==> src/rtl/q1_seq_pkg.sv <==
// Shared types for the q1 microprogram sequencer: FSM states, program entry layout
// and datapath select/operation widths.
package q1_seq_pkg;

  localparam int OP_W   = 2;
  localparam int CSEL_W = 2;

  typedef enum logic [1:0] {
    IDLE = 2'd0,
    RUN  = 2'd1,
    DONE = 2'd2
  } state_t;

  typedef struct packed {
    logic              last;
    logic              halt_on_status;
    logic [CSEL_W-1:0] const_sel;
    logic [OP_W-1:0]   op;
  } prog_entry_t;

  localparam int PROG_W = $bits(prog_entry_t);

endpackage

==> src/rtl/q1_seq_prog_ram.sv <==
// Program store for q1_sequencer: DEPTH entries, one synchronous write port and one
// asynchronous read port. Contents are deliberately left uninitialised by reset.
module q1_seq_prog_ram
  import q1_seq_pkg::*;
#(
  parameter int DEPTH = 8
) (
  input  logic                     clk,
  input  logic                     we,
  input  logic [$clog2(DEPTH)-1:0] waddr,
  input  prog_entry_t              wdata,
  input  logic [$clog2(DEPTH)-1:0] raddr,
  output prog_entry_t              rdata
);

  prog_entry_t mem_q [DEPTH];

  always_ff @(posedge clk) begin
    if (we) begin
      mem_q[waddr] <= wdata;
    end
  end

  assign rdata = mem_q[raddr];

endmodule

==> src/rtl/q1_sequencer.sv <==
// q1_sequencer: runs the stored (const_sel, op) microprogram through the q1 datapath,
// feeding each result back as the next operand. Optional macro SINGLE_STEP_EN adds a step gate.
module q1_sequencer
  import q1_seq_pkg::*;
#(
  parameter int DEPTH = 8,
  parameter int WIDTH = 8
) (
  input  logic                     clk,
  input  logic                     reset_n,
`ifdef SINGLE_STEP_EN
  input  logic                     step,
`endif
  input  logic                     prog_we,
  input  logic [$clog2(DEPTH)-1:0] prog_addr,
  input  logic [PROG_W-1:0]        prog_data,
  input  logic                     start,
  input  logic [WIDTH-1:0]         operand,
  output logic                     busy,
  output logic                     done,
  output logic [WIDTH-1:0]         result,
  output logic                     halted,
  output logic [WIDTH-1:0]         dp_input,
  output logic [CSEL_W-1:0]        dp_const_sel,
  output logic [OP_W-1:0]          dp_operation,
  input  logic [WIDTH-1:0]         dp_output,
  input  logic                     dp_status,
  output state_t                   dbg_state
);

  localparam int AW = $clog2(DEPTH);

  state_t          state_q;
  logic [AW-1:0]   pc_q;
  logic [WIDTH-1:0] acc_q;
  logic            busy_q;
  logic            done_q;
  logic            halted_q;
  logic [WIDTH-1:0] result_q;

  prog_entry_t     entry;
  logic            ram_we;
  logic            step_ok;
  logic            status_halt;
  logic            is_last;
  logic            stop;

  assign ram_we = prog_we && (state_q == IDLE);

  q1_seq_prog_ram #(
    .DEPTH(DEPTH)
  ) u_prog_ram (
    .clk   (clk),
    .we    (ram_we),
    .waddr (prog_addr),
    .wdata (prog_entry_t'(prog_data)),
    .raddr (pc_q),
    .rdata (entry)
  );

`ifdef SINGLE_STEP_EN
  assign step_ok = step;
`else
  assign step_ok = 1'b1;
`endif

  // The last program slot always terminates the run; the pc never wraps.
  assign status_halt = entry.halt_on_status && dp_status;
  assign is_last     = entry.last || (pc_q == AW'(DEPTH - 1));
  assign stop        = is_last || status_halt;

  // Handshake: start is sampled only in IDLE together with operand; busy covers the
  // RUN cycles; done pulses for exactly one cycle with result/halted already valid.
  always_ff @(posedge clk or negedge reset_n) begin
    if (!reset_n) begin
      state_q  <= IDLE;
      pc_q     <= '0;
      acc_q    <= '0;
      busy_q   <= 1'b0;
      done_q   <= 1'b0;
      halted_q <= 1'b0;
      result_q <= '0;
    end else begin
      done_q <= 1'b0;
      case (state_q)
        IDLE: begin
          if (start) begin
            acc_q    <= operand;
            pc_q     <= '0;
            halted_q <= 1'b0;
            busy_q   <= 1'b1;
            state_q  <= RUN;
          end
        end
        RUN: begin
          if (step_ok) begin
            acc_q <= dp_output;
            if (stop) begin
              result_q <= dp_output;
              halted_q <= status_halt;
              busy_q   <= 1'b0;
              done_q   <= 1'b1;
              state_q  <= DONE;
            end else begin
              pc_q <= pc_q + AW'(1);
            end
          end
        end
        DONE: begin
          state_q <= IDLE;
        end
        default: begin
          state_q <= IDLE;
        end
      endcase
    end
  end

  // Outside RUN the datapath is parked at input 0, select 0, op 0.
  assign dp_input     = (state_q == RUN) ? acc_q : '0;
  assign dp_const_sel = (state_q == RUN) ? entry.const_sel : '0;
  assign dp_operation = (state_q == RUN) ? entry.op : '0;

  assign busy      = busy_q;
  assign done      = done_q;
  assign result    = result_q;
  assign halted    = halted_q;
  assign dbg_state = state_q;

endmodule
==> config.mk <==
export PLATFORM = sky130hd
export DESIGN_NAME = q1_sequencer
export DESIGN_NICKNAME = d
export VERILOG_FILES = /design/src/rtl/q1_seq_pkg.sv /design/src/rtl/q1_seq_prog_ram.sv /design/src/rtl/q1_sequencer.sv
export SDC_FILE = /design/constraint.sdc
export NUM_CORES = 1
export LEC_CHECK = 0
export ABC_AREA = 1
export ABC_CLOCK_PERIOD_IN_PS = 4500
export CELL_PAD_IN_SITES_DETAIL_PLACEMENT = 1
export CELL_PAD_IN_SITES_GLOBAL_PLACEMENT = 1
export CORE_AREA = 2 2 72 108
export DETAILED_ROUTE_END_ITERATION = 12
export DIE_AREA = 0 0 74 110
export PLACE_DENSITY_LB_ADDON = 0.1
export SETUP_SLACK_MARGIN = 0.3
export SYNTH_ARGS = -nofsm -noshare
export SYNTH_HDL_FRONTEND = slang
export SYNTH_SLANG_ARGS = --single-unit
==> constraint.sdc <==
create_clock -name clk -period 4.5 [get_ports clk]
set_input_delay 0.675 -clock clk [delete_from_list [all_inputs] [get_ports clk]]
set_output_delay 0.675 -clock clk [all_outputs]
set_load 0.05 [all_outputs]
==> impl_metrics.env <==
export IMPL_clock_latency_ps=350
export IMPL_drt_iter0_markers=95
export IMPL_critical_path_max_fanout=27
export IMPL_powerDensity_nw_per_um2=663
export IMPL_seq_area_frac_synth_pct=66.2
export IMPL_die_area_sq_um=8140
export IMPL_port_buffer_count=54
export IMPL_dr_pass1_iters=6
export IMPL_cts_root_buf="clkbuf_8"
export IMPL_p_seq_share_pct=36.2
export IMPL_swShare_pct=45.3
export IMPL_pwr_share_clk_pct=17.2
export IMPL_clockBufferDepth=2
export IMPL_synth_cell_types=25
export IMPL_mostFrequentLayoutCell="nand2_1"
export IMPL_p_int_mw=1.39
export IMPL_switchingPower_mw=1.15
export IMPL_die_w_um=74
export IMPL_rows=38
export IMPL_syn_to_final_growth_pct=24.5
export IMPL_ys_flop_type="edfxtp_1"
export IMPL_finalWorstPathRequiredPeriod_ps=3570
export IMPL_dp_hpwl_um=5180
export IMPL_ant_nets=0
export IMPL_final_nets=375
export IMPL_grt_util_all_layers_pct=20.0
export IMPL_grt_max_degree=28
export IMPL_cts_sinks=72
export IMPL_grt_ovfl_total=0
export IMPL_worstPathRequired_ps=3830
export IMPL_synth_seq_cells=72
export IMPL_worstPathArrival_ps=2900
export IMPL_antennaDiodeCount=0
export IMPL_hold_buffers=0
export IMPL_tightest_slew_ps=1100
export IMPL_cts_tree="done"
export IMPL_skew_ps=4.83
export IMPL_end_kind="primary output"
export IMPL_final_cell_mix="nand2_1 (59), clkdlybuf4s50_1 (54), nor2_1 (49), edfxtp_1 (48), o21ai_0 (26)"
export IMPL_die_height_um=110
export IMPL_leakage_nw=1.55
export IMPL_drive_above_1_share_pct=8.91
export IMPL_drcViolationCount=0
export IMPL_cts_max_level=3
export IMPL_setup_tns_final_ps=0
export IMPL_synth_edff_count=48
export IMPL_utilization_pct=53.5
export IMPL_post_cts_buffers=0
export IMPL_hold_violations=0
export IMPL_start_kind="register"
export IMPL_rsz0062_at_grt="false"
export IMPL_grt_pass1_vias=2317
export IMPL_combPwrFrac_pct=46.6
export IMPL_ir_drop_uv=363
export IMPL_clk_pin_slew_worst_paths_ps=70
export IMPL_wirelength_um=7460
export IMPL_setup_viol=0
export IMPL_fmax_mhz=280
export IMPL_min_period_over_period_pct=79.4
export IMPL_outcome="complete, no violations"
export IMPL_synth_avg_cell_area_sq_um=10.7
export IMPL_ys_async_sr_fraction_pct=33.3
export IMPL_final_max_slew_viol_count=0
export IMPL_place_gp_congestion=0.791
export IMPL_hold_path_class="register to register"
export IMPL_core_area_sq_um=7180
export IMPL_slew_headroom_pct=26.4
export IMPL_synth_fp_nets=321
export IMPL_start_util_pct=42.9
export IMPL_num_vias=2222
export IMPL_grt_pass1_wl_um=11700
export IMPL_cts_repair_resized=0
export IMPL_critPathKind="register to primary output"
export IMPL_via_per_inst=4.96
export IMPL_wl_per_cell_um=16.6
export IMPL_syn_area_sq_um=3080
export IMPL_ios=55
export IMPL_numCtsBuffers=9
export IMPL_postSynthCellCount=289
export IMPL_drv_cap=0
export IMPL_yosys_warnings=0
export IMPL_antenna_found_initial=0
export IMPL_fill_cells=783
## worst paths after layout
| kind | start | to | cells past startpoint | slack, ps |
|---|---|---|---|---|
| max in group asynchronous | reset_n | acc_q[6] | 1 | 2930 |
| setup reg to reg | pc_q[0] | result[6] | 11 | 2230 |
| hold / removal | result[1] | result[1] | 2 | 480 |
| min in group asynchronous | reset_n | result[3] | 1 | 910 |
| setup / recovery | pc_q[0] | dp_const_sel[0] | 6 | 930 |
| hold reg to reg | result[1] | result[1] | 2 | 480 |
## worst max-delay path, stage by stage, from the launching register on
cell and delay, ps:
dfrtp_1 940, inv_4 260, o21ai_0 290, o22ai_1 120
o21ai_0 160, a31oi_1 60, clkdlybuf4s50_1 720
## cell type report
type                    count  area (sq um)  share of cell area (%)
multi-input cells         178           860                    22.4
clock buffers               9           124                    3.23
repair buffers             54           541                    14.1
flip-flops and latches     72          2040                    53.2
inverters                  28           108                    2.80
well taps                 100           125                    3.26
clock inverters             7          38.8                    1.01
## state kept, by name (all words and copies together) (netlist names)
name and flops:
pc_q 3, halted 1, busy 1, acc_q 8
u_prog_ram.mem_q 48, done 1, result 8, dbg_state 2
## synthesized netlist by cell type (3+ instances only)
master    instances  area, sq um
o21ai_0          26          130
nand2_1          59          221
nand3_2           6         60.1
a31oi_1           4         25.0
dfrtp_1          24          601
o22ai_1          10         62.6
buf_6             3         33.8
edfxtp_1         48         1440
nor2_1           49          184
buf_2             5         25.0
inv_1            23         86.3
nand2_2           3         18.8
inv_2             3         11.3
nand3_1          10         50.1
## kinds of logic after synthesis
kind of cell / count (synthesis) / share of synthesized area, %
buffers and inverters: 39 / 5.88
AND/OR/NAND/NOR: 132 / 18.9
adder cells (fa/ha/maj): 2 / 0.812
flip-flops: 72 / 66.2
AO/OA/AOI/OAI: 44 / 8.20
## stage by stage
step | cell area (sq um) | power [mW] | hold slack [ps] | cells | setup slack, ps
2_1_floorplan | 3080 | 1.78 | 379 | 289 | 1700
3_3_place_gp | 3670 | 2.11 | 457 | 432 | 1420
3_5_place_dp | 3670 | 2.14 | 465 | 432 | 1300
4_1_cts | 3840 | 2.58 | 485 | 448 | 895
5_1_grt | 3840 | 2.71 | 506 | 448 | 744
6_report | 3840 | 2.55 | 479 | 448 | 928
## power by group through the flow
stage | Sequential [mW] | Combinational, mW | Clock [mW]
finish | 0.922 | 1.19 | 0.438
global route | 0.940 | 1.29 | 0.472
CTS | 0.925 | 1.20 | 0.452
detailed placement | 0.939 | 1.20 | 0
global placement | 0.933 | 1.17 | 0
floorplan | 1.09 | 0.685 | 0
## metal layers
metal	vias up	share of wire [%]	routed length, um	GRT usage, %
li1	1076	-	-	-
met1	1073	39	2920	21.8
met2	61	55	4080	35.8
met3	12	3.8	281	4.36
met4	0	2.3	170	10.3
met5	-	0	0	0
No activity file was read; power rests on OpenSTA's default activity.
